[config.mk]
export PLATFORM = sky130hd
export DESIGN_NAME = fetch_pc_unit_flat
export DESIGN_NICKNAME = d
export VERILOG_FILES = /design/src/rtl/fetch_pc_unit_if.sv /design/src/rtl/fetch_pc_unit.sv /design/src/flat_wrapper.sv
export SDC_FILE = /design/constraint.sdc
export NUM_CORES = 1
export LEC_CHECK = 0
export BUFFER_PORTS_ARGS = -buffer_cell sky130_fd_sc_hd__buf_2
export CORE_ASPECT_RATIO = 0.5
export CORE_MARGIN = 3
export CORE_UTILIZATION = 35
export CTS_BUF_LIST = sky130_fd_sc_hd__clkbuf_4 sky130_fd_sc_hd__clkbuf_8
export DETAILED_ROUTE_END_ITERATION = 12
export RECOVER_POWER = 50
export SLEW_MARGIN = 25
export SYNTH_ARGS = -nofsm -noshare
export SYNTH_HDL_FRONTEND = slang
export SYNTH_SLANG_ARGS = --single-unit
[constraint.sdc]
create_clock -name clk -period 3.5 [get_ports clk]
set_input_delay 0.525 -clock clk [delete_from_list [all_inputs] [get_ports clk]]
set_output_delay 0.525 -clock clk [all_outputs]
set_load 0.01 [all_outputs]
[src/rtl/fetch_pc_unit_if.sv]
// Fetch-side bus bundle: execute redirect, instruction-memory request/response
// and the bundle handed to decode. The fetch unit takes the master view.
interface fetch_pc_unit_if #(
    parameter int PC_WIDTH    = 16,
    parameter int FETCH_WIDTH = 2
);
    logic [PC_WIDTH-1:0]         branchpc;
    logic                        isbranchtaken;
    logic                        imem_req_valid;
    logic                        imem_req_ready;
    logic [PC_WIDTH-1:0]         imem_addr;
    logic                        imem_rsp_valid;
    logic [16*FETCH_WIDTH-1:0]   imem_rdata;
    logic                        fetch_valid;
    logic [PC_WIDTH-1:0]         fetch_pc;
    logic [FETCH_WIDTH-1:0]      fetch_slot_valid;
    logic [16*FETCH_WIDTH-1:0]   fetch_instr;
    logic                        decode_ready;

    modport master (
        input  branchpc, isbranchtaken, imem_req_ready, imem_rsp_valid, imem_rdata, decode_ready,
        output imem_req_valid, imem_addr, fetch_valid, fetch_pc, fetch_slot_valid, fetch_instr
    );

    modport slave (
        output branchpc, isbranchtaken, imem_req_ready, imem_rsp_valid, imem_rdata, decode_ready,
        input  imem_req_valid, imem_addr, fetch_valid, fetch_pc, fetch_slot_valid, fetch_instr
    );
endinterface

[src/rtl/fetch_pc_unit.sv]
// Fetch PC unit: owns the architectural PC, issues one aligned bundle request
// at a time to instruction memory, holds the returned bundle for decode and
// retargets on execute-stage redirects, draining a response that was already
// in flight when the redirect landed.
module fetch_pc_unit #(
    parameter int                  PC_WIDTH    = 16,
    parameter int                  FETCH_WIDTH = 2,
    parameter logic [PC_WIDTH-1:0] RESET_PC    = {PC_WIDTH{1'b0}}
) (
    input  logic           clk,
    input  logic           rst,
    fetch_pc_unit_if.master bus
);

    localparam int                  OFF_W      = $clog2(FETCH_WIDTH);
    localparam int                  DATA_W     = 16 * FETCH_WIDTH;
    localparam logic [PC_WIDTH-1:0] FW_PC      = PC_WIDTH'(FETCH_WIDTH);
    localparam logic [PC_WIDTH-1:0] ALIGN_MASK = ~(PC_WIDTH'(FETCH_WIDTH - 1));

    typedef enum logic [2:0] {
        ST_IDLE  = 3'd0,
        ST_REQ   = 3'd1,
        ST_WAIT  = 3'd2,
        ST_HOLD  = 3'd3,
        ST_DRAIN = 3'd4
    } state_t;

    state_t               state_r;
    logic [PC_WIDTH-1:0]  pc_r;
    logic [PC_WIDTH-1:0]  req_pc_r;
    logic [OFF_W-1:0]     req_off_r;
    logic                 imem_req_valid_r;
    logic [PC_WIDTH-1:0]  imem_addr_r;
    logic                 fetch_valid_r;
    logic [PC_WIDTH-1:0]  fetch_pc_r;
    logic [FETCH_WIDTH-1:0] fetch_slot_valid_r;
    logic [DATA_W-1:0]    fetch_instr_r;
    logic                 outstanding_s;

    // Bundle-aligned word address of any PC.
    function automatic logic [PC_WIDTH-1:0] align_f(input logic [PC_WIDTH-1:0] addr);
        return addr & ALIGN_MASK;
    endfunction

    // Slots before the entry offset of an unaligned target are not valid.
    function automatic logic [FETCH_WIDTH-1:0] slot_mask_f(input logic [OFF_W-1:0] off);
        logic [FETCH_WIDTH-1:0] mask;
        mask = {FETCH_WIDTH{1'b0}};
        for (int i = 0; i < FETCH_WIDTH; i++) begin
            mask[i] = (i >= int'(off));
        end
        return mask;
    endfunction

    // A request is still owed a response after this edge if one is accepted now
    // or one is pending and its response does not arrive this cycle.
    always_comb begin
        outstanding_s = 1'b0;
        case (state_r)
            ST_REQ:   outstanding_s = bus.imem_req_ready;
            ST_WAIT:  outstanding_s = !bus.imem_rsp_valid;
            ST_DRAIN: outstanding_s = !bus.imem_rsp_valid;
            default:  outstanding_s = 1'b0;
        endcase
    end

    // Fetch control FSM with registered request and decode-side outputs.
    always_ff @(posedge clk or posedge rst) begin
        if (rst) begin
            state_r            <= ST_IDLE;
            pc_r               <= RESET_PC;
            req_pc_r           <= {PC_WIDTH{1'b0}};
            req_off_r          <= RESET_PC[OFF_W-1:0];
            imem_req_valid_r   <= 1'b0;
            imem_addr_r        <= {PC_WIDTH{1'b0}};
            fetch_valid_r      <= 1'b0;
            fetch_pc_r         <= {PC_WIDTH{1'b0}};
            fetch_slot_valid_r <= {FETCH_WIDTH{1'b0}};
            fetch_instr_r      <= {DATA_W{1'b0}};
        end else if (bus.isbranchtaken) begin
            // Redirect wins over every other event: kill the held bundle and
            // either drain the in-flight response or request the target at once.
            pc_r               <= bus.branchpc;
            fetch_valid_r      <= 1'b0;
            fetch_slot_valid_r <= {FETCH_WIDTH{1'b0}};
            if (outstanding_s) begin
                state_r          <= ST_DRAIN;
                imem_req_valid_r <= 1'b0;
            end else begin
                state_r          <= ST_REQ;
                imem_req_valid_r <= 1'b1;
                imem_addr_r      <= align_f(bus.branchpc);
            end
        end else begin
            case (state_r)
                ST_IDLE: begin
                    state_r          <= ST_REQ;
                    imem_req_valid_r <= 1'b1;
                    imem_addr_r      <= align_f(pc_r);
                end
                ST_REQ: begin
                    if (bus.imem_req_ready) begin
                        req_pc_r         <= align_f(pc_r);
                        req_off_r        <= pc_r[OFF_W-1:0];
                        pc_r             <= align_f(pc_r) + FW_PC;
                        imem_req_valid_r <= 1'b0;
                        state_r          <= ST_WAIT;
                    end
                end
                ST_WAIT: begin
                    if (bus.imem_rsp_valid) begin
                        fetch_instr_r      <= bus.imem_rdata;
                        fetch_pc_r         <= req_pc_r;
                        fetch_slot_valid_r <= slot_mask_f(req_off_r);
                        fetch_valid_r      <= 1'b1;
                        state_r            <= ST_HOLD;
                    end
                end
                ST_HOLD: begin
                    if (bus.decode_ready) begin
                        fetch_valid_r    <= 1'b0;
                        state_r          <= ST_REQ;
                        imem_req_valid_r <= 1'b1;
                        imem_addr_r      <= align_f(pc_r);
                    end
                end
                ST_DRAIN: begin
                    if (bus.imem_rsp_valid) begin
                        state_r          <= ST_REQ;
                        imem_req_valid_r <= 1'b1;
                        imem_addr_r      <= align_f(pc_r);
                    end
                end
                default: begin
                    state_r          <= ST_IDLE;
                    imem_req_valid_r <= 1'b0;
                    fetch_valid_r    <= 1'b0;
                end
            endcase
        end
    end

    assign bus.imem_req_valid   = imem_req_valid_r;
    assign bus.imem_addr        = imem_addr_r;
    assign bus.fetch_valid      = fetch_valid_r;
    assign bus.fetch_pc         = fetch_pc_r;
    assign bus.fetch_slot_valid = fetch_slot_valid_r;
    assign bus.fetch_instr      = fetch_instr_r;

endmodule

[src/flat_wrapper.sv]
// flat-port wrapper written by rule: the top's interface ports become plain ports
module fetch_pc_unit_flat 
#(
    parameter int                  PC_WIDTH    = 16,
    parameter int                  FETCH_WIDTH = 2,
    parameter logic [PC_WIDTH-1:0] RESET_PC    = {PC_WIDTH{1'b0}}
)
  (clk, rst, bus_branchpc, bus_isbranchtaken, bus_imem_req_ready, bus_imem_rsp_valid, bus_imem_rdata, bus_decode_ready, bus_imem_req_valid, bus_imem_addr, bus_fetch_valid, bus_fetch_pc, bus_fetch_slot_valid, bus_fetch_instr);
  fetch_pc_unit_if #(.PC_WIDTH(PC_WIDTH), .FETCH_WIDTH(FETCH_WIDTH)) bus_i ();
  input  logic clk;
  input  logic rst;
  input wire logic [$bits(bus_i.branchpc)-1:0] bus_branchpc;
  input wire logic [$bits(bus_i.isbranchtaken)-1:0] bus_isbranchtaken;
  input wire logic [$bits(bus_i.imem_req_ready)-1:0] bus_imem_req_ready;
  input wire logic [$bits(bus_i.imem_rsp_valid)-1:0] bus_imem_rsp_valid;
  input wire logic [$bits(bus_i.imem_rdata)-1:0] bus_imem_rdata;
  input wire logic [$bits(bus_i.decode_ready)-1:0] bus_decode_ready;
  output wire logic [$bits(bus_i.imem_req_valid)-1:0] bus_imem_req_valid;
  output wire logic [$bits(bus_i.imem_addr)-1:0] bus_imem_addr;
  output wire logic [$bits(bus_i.fetch_valid)-1:0] bus_fetch_valid;
  output wire logic [$bits(bus_i.fetch_pc)-1:0] bus_fetch_pc;
  output wire logic [$bits(bus_i.fetch_slot_valid)-1:0] bus_fetch_slot_valid;
  output wire logic [$bits(bus_i.fetch_instr)-1:0] bus_fetch_instr;
  assign bus_i.branchpc = bus_branchpc;
  assign bus_i.isbranchtaken = bus_isbranchtaken;
  assign bus_i.imem_req_ready = bus_imem_req_ready;
  assign bus_i.imem_rsp_valid = bus_imem_rsp_valid;
  assign bus_i.imem_rdata = bus_imem_rdata;
  assign bus_i.decode_ready = bus_decode_ready;
  assign bus_imem_req_valid = bus_i.imem_req_valid;
  assign bus_imem_addr = bus_i.imem_addr;
  assign bus_fetch_valid = bus_i.fetch_valid;
  assign bus_fetch_pc = bus_i.fetch_pc;
  assign bus_fetch_slot_valid = bus_i.fetch_slot_valid;
  assign bus_fetch_instr = bus_i.fetch_instr;
  fetch_pc_unit #(.PC_WIDTH(PC_WIDTH), .FETCH_WIDTH(FETCH_WIDTH), .RESET_PC(RESET_PC)) u_core (.clk(clk), .rst(rst), .bus(bus_i));
endmodule
Yosys cells after proc, flatten, opt, wreduce, memory -nomap -nowiden:

Cells that the tools add are included.
W data, S select, Z words.

* register bits: 102
* input bits: 54
* output and inout bits: 68
* word-level logic and storage cells: 69

* add/subtract/negate cells: 1
* $lt $le $gt $ge: 1
* eq/ne operators: 11
* mux-type cells: 28
* bitwise logic cells: 1
* reduce and logical (&&, ||, !) cells: 17

Operators by type and width (number)
* $mux W16: 7
* $pmux W16 S3: 1
* $mux W3: 6
* $add A16 B2 Y16 const B: 1
* $pmux W3 S5: 1
* $ne A3 B3 Y1 const B: 4
* $reduce_and A4 Y1: 3
* $reduce_and A3 Y1: 3
* $reduce_bool A2 Y1: 4
* $mux W1: 7
* $eq A3 B2 Y1 const B: 2
* $mux W2: 3
* $pmux W1 S5: 1
* $ne A2 B2 Y1 const B: 2
* $reduce_and A2 Y1: 2
* $reduce_bool A4 Y1: 1
* $eq A3 B1 Y1 const B: 1
* $eq A3 B3 Y1 const B: 1
* $logic_not A3 Y1: 1
* $pmux W1 S3: 1
* $reduce_or A3 Y1: 1
* $ne A2 B1 Y1 const B: 1
* $pmux W1 S2: 1
* $reduce_or A2 Y1: 1
* other kinds (3): 3

Depth between registers and ports, before layout:

* word-level depth: 5
* depth in mapped cells: 7
* gate-level depth less buffers: 6

Least setup slack after synthesis:

OpenSTA, ideal clock, no wires.

* path kind: in2reg
* start point: in bus_imem_rsp_valid
* end point: reg u_core.imem_addr_r[15], in the netlist u_core.bus.imem_addr[15]
* setup time: 125 ps
* data arrival time: 1657 ps
* data required time: 3375 ps
* setup slack: 1718 ps
* stages on the path: 6
* path buffers: 1
* path through: and4bb_1 -> a211oi_1 -> a31oi_1 -> nor2_4 -> buf_6 -> mux2_4

* longest elaborated chain between the ends: 4

RTL lines
* start: declaration: RTL line flat_wrapper.sv:15 `input wire logic [$bits(bus_i.imem_rsp_valid)-1:0] bus_imem_rsp_valid;`
* $logic_not A1 Y1: RTL line fetch_pc_unit.sv:61, fetch_pc_unit.sv:62
* $pmux W1 S2: RTL line fetch_pc_unit.sv:59 `case (state_r)`
* $ne A2 B2 Y1 (no source line)
* $reduce_and A4 Y1 (no source line) *
* end signal: assignment: RTL line fetch_pc_unit.sv:75 `imem_addr_r <= {PC_WIDTH{1'b0}};`
* end signal: assignment: RTL line fetch_pc_unit.sv:92 `imem_addr_r <= align_f(bus.branchpc);`
* end signal: assignment: RTL line fetch_pc_unit.sv:99 `imem_addr_r <= align_f(pc_r);`
* end: declaration: RTL line fetch_pc_unit.sv:33 `logic [PC_WIDTH-1:0] imem_addr_r;`

Mark *: on every way between the ends. The rest lies on a longest branch, timed or not.
A chain may end at the register's enable or synchronous reset.

Final worst setup path:

* start point: reg u_core.state_r[1]
* end point: reg u_core.fetch_instr_r[23], in the netlist u_core.bus.fetch_instr[23]

* longest elaborated chain between the ends: 2

RTL lines
* start: declaration: RTL line fetch_pc_unit.sv:28 `state_t state_r;`
* start signal: assignment: RTL line fetch_pc_unit.sv:70 `state_r <= ST_IDLE;`
* start signal: assignment: RTL line fetch_pc_unit.sv:87 `state_r <= ST_DRAIN;`
* start signal: assignment: RTL line fetch_pc_unit.sv:90 `state_r <= ST_REQ;`
* $eq A3 B2 Y1: RTL line fetch_pc_unit.sv:95 `case (state_r)`
* $reduce_and A3 Y1 (no source line)
* end signal: assignment: RTL line fetch_pc_unit.sv:79 `fetch_instr_r <= {DATA_W{1'b0}};`
* end signal: assignment: RTL line fetch_pc_unit.sv:112 `fetch_instr_r <= bus.imem_rdata;`
* end: declaration: RTL line fetch_pc_unit.sv:37 `logic [DATA_W-1:0] fetch_instr_r;`

Every way passes these cells.

==> impl_results.md <==
* Status: finished, violations left
* Failing checks: max-capacitance violations, max-slew violations
* Detailed Routing Iterations Pass 1 at 4
* GRT overflow at 0
* Top post-synthesis cells by area: dfrtp_1 (57%), mux2_2 (17%), o21ai_0 (4.1%)
* Mapped cell area at roughly 0.0044 sq mm
* CTS Buf Count at 9
* Synthesis-to-layout area growth at 19.8%
* Syn_area_per_cell at approximately 12 sq um
* PwrDens at between 700 and 800 mW/mm^2
* Final Non-Filler Cells at 648
* Post-synth top area share at 57.1%
* Die extent in y at around 86 um
* Area of the multi-input gates at ~0.0017 sq mm
* Switching power at about 1.4 mW
* Placeable Area at ~0.012 sq mm
* Clk_lat worst skew at around 0.36 ns
* R2r endpoint: u_core.bus.fetch_instr[23]
* R2R Setup Slk at about 1.1 ns
* FF-to-FF path depth at 5
* Post-synth EDFFs at 0
* Worst-Margin Slew at 1.67 ns
* Hold Startpoint: bus_branchpc[0]
* Depth of the worst hold-timing path at 3
* Setup crit start kind: flip-flop
* Chip Width at around 170 um
* Buf/Inv on CP at 1
* Peak per-stage delay on the critical path at ~0.66 ns
* Yosys warns at 0
* First-pass GRT wire length at 15400 um
* CTS Root Cell: clkbuf_8
* CP max stage cell: dfrtp_1
* Post-CTS sizing at 0
* Row count at 28
* Share of cells above drive strength 1 at roughly two fifths
* Synth unique cells at 39
* Max-cap violations at 1
* Clk pin slew, worst setup/hold paths at ~0.10 ns
* Combinational share of power at a little over a third
* Post-layout min period at around 2.4 ns
* CP arrival at ~2.6 ns
* Number of routed nets with antenna violations at 0
* Gpl congestion at between 0.7 and 0.8
* GRT Overall Usage at around 14%
* Starting density of the core at a little over a third
* Crit path max fanout at 37
* Layout Skew at ~0.018 ns
* Cell chain of the critical path: nor2b_1, nand2_1, nor3_4, buf_12, mux2_2
* Drc violations at 0
* Sequential power share at a little under half
* Setup_tns at 0 ns
* Required time of the critical path at about 3.7 ns
* Hold worst-path end: u_core.pc_r[0]
* Clock sinks at 101
* Register area share after synthesis at a little under three fifths
* Vias in the first global route at between 3k and 4k
* Via-to-Cell Ratio at roughly 4.7
* Initial antenna violation count at 0
* CP Class: reg2reg
* Slew headroom at -11.9%
* LEAKAGE at roughly 2.5 nW
* CP endpoint kind: flip-flop
* HP Class: in2reg
* Reg2Reg Launch Point: u_core.state_r[1]
* Tcrit/Tclk final at 68.3%
* Gate Count Post-Synth at between 300 and 400
* Clock share of power at 16.6%
* Io pins at between 100 and 150
* Die area at between 0.01 and 0.015 sq mm
* Peak VDD IR at 0.255 mV
* Fillers at around 1.2k
* Postcts setup bufs at 0
* RSZ-0062 raised after global routing: false
* Post-Route WL at a little over 9000 um
* Vias at 3052
* Cell with the most instances after synthesis: dfrtp_1
* DR iter-0 viols at roughly 110
* Post-synth top area cell: dfrtp_1
* Worst path top cell family by delay: simple AND/OR/NAND/NOR gates
* Pin count of the biggest net entering global routing at just over 40
* DP HPWL at between 6000 and 7000 um
* CTS Hold Bufs at 0
* H-tree Lvls at 3
* Most frequent cells after synthesis: dfrtp_1 (101), mux2_2 (65), nand2_1 (36), o21ai_0 (36)
* Inst Count DP at about 630
* Setup violations, final at 0
* Ant diodes at 0
* CTS tree: built
* I/O Buffers at approximately 120
* Maximum clock frequency at ~420 MHz
* Fin. max-slew vios at between 40 and 50
* Yosys reg bits at slightly above 100
* Drt wl/cell at between 10 and 15 um
* Async SR Flop Fraction at 100%
* Sw frac at roughly 34%
* # nets final at approximately 530
* Clock buffer depth at 2
* Final hold violations at 0
* Int Power at around 2.7 mW
* Storage cell area at 0.00253 sq mm
* Primary FF master, synth: dfrtp_1
==> cells in the final DEF, fill, tap and decap left out, types with 4 or more instances in the layout <==
master    instances
a21oi_1           6
buf_2            87
clkbuf_1         32
clkbuf_8         10
dfrtp_1         101
inv_1            12
mux2_2           65
mux2_4            9
nand2_1          36
nand2b_1          5
nand3_1           4
nand4_1           6
nor2_1           13
nor2b_1           6
nor4_1            5
o21ai_0          36
xnor2_1           8
==> area by class of cell <==
type                    instances  area share, %
multi-input cells             230           32.9
inverters                      13          0.944
well taps                     165           3.89
clock inverters                 3          0.425
flip-flops and latches        101           47.7
clock buffers                  12           2.88
repair buffers                124           11.3
==> flip-flops by register name, indices dropped and copies added (netlist names) <==
signal and cells:
u_core.req_off_r 1, u_core.bus.fetch_valid 1, u_core.req_pc_r 15, u_core.bus.fetch_slot_valid 2, u_core.bus.imem_req_valid 1, u_core.state_r 3
u_core.bus.fetch_instr 32, u_core.bus.imem_addr 15, u_core.pc_r 16, u_core.bus.fetch_pc 15
==> how the worst max path moves through the flow <==
stage | startpoint | to | slack, ns | cells past startpoint
3_5_place_dp | bus_isbranchtaken | u_core.bus.imem_addr[11] | 0.94 | 6
3_3_place_gp | bus_isbranchtaken | u_core.bus.imem_addr[13] | 0.99 | 6
4_1_cts | u_core.state_r[1] | u_core.bus.fetch_valid | 1.07 | 6
6_report | u_core.state_r[1] | u_core.bus.fetch_instr[23] | 1.11 | 5
2_1_floorplan | rst | u_core.bus.fetch_instr[0] | 0.33 | 1
5_1_grt | u_core.state_r[1] | u_core.bus.fetch_valid | 0.88 | 6
==> stage by stage <==
| stage | setup slack, ns | hold WS (ns) | util [%] | cell area [sq um] | total power [mW] |
|---|---|---|---|---|---|
| 6_report | 1.11 | 0.358 | 43.9 | 5300 | 4.07 |
| 5_1_grt | 0.877 | 0.328 | 43.9 | 5300 | 4.39 |
| 4_1_cts | 1.07 | 0.186 | 44.2 | 5350 | 4.18 |
| 3_5_place_dp | 0.943 | 0.467 | 42.8 | 5170 | 3.50 |
| 3_3_place_gp | 0.987 | 0.464 | 42.8 | 5170 | 3.45 |
| 2_1_floorplan | 0.328 | 0.444 | - | 4430 | 2.94 |
==> logic make-up after synthesis <==
| family | count (synthesis) | share of synthesized area, % |
|---|---|---|
| DFF | 101 | 57.1 |
| and+or+nand+nor | 89 | 10.3 |
| muxes | 75 | 19.8 |
| AOI/OAI and AO/OA | 55 | 7.10 |
| buffers and inverters | 34 | 3.73 |
| xor gates and xnor gates | 8 | 1.58 |
| adders and majority gates | 1 | 0.283 |
| other | 1 | 0.0848 |
==> power groups by stage <==
stage                     Combinational, mW  Sequential [mW]  Clock (mW)
after CTS                              1.54             1.93       0.711
after global routing                   1.62             2.01       0.765
final                                  1.46             1.93       0.676
after global placement                 1.51             1.94           0
after detailed placement               1.54             1.96           0
after floorplan                       0.897             2.04           0
==> worst min-delay path, cell delays in order <==
cell     delay [ns]
buf_2          0.08
nand2_1        0.04
o21ai_0        0.05
==> routing by layer <==
layer	global-route usage, %	share of wire (%)	wire length [um]
met5	0	0	0
met4	3.88	1.1	100
met3	3.76	5.5	512
met2	20.7	42	3940
met1	19.9	51	4810
Power figures use the tool's default switching activity.
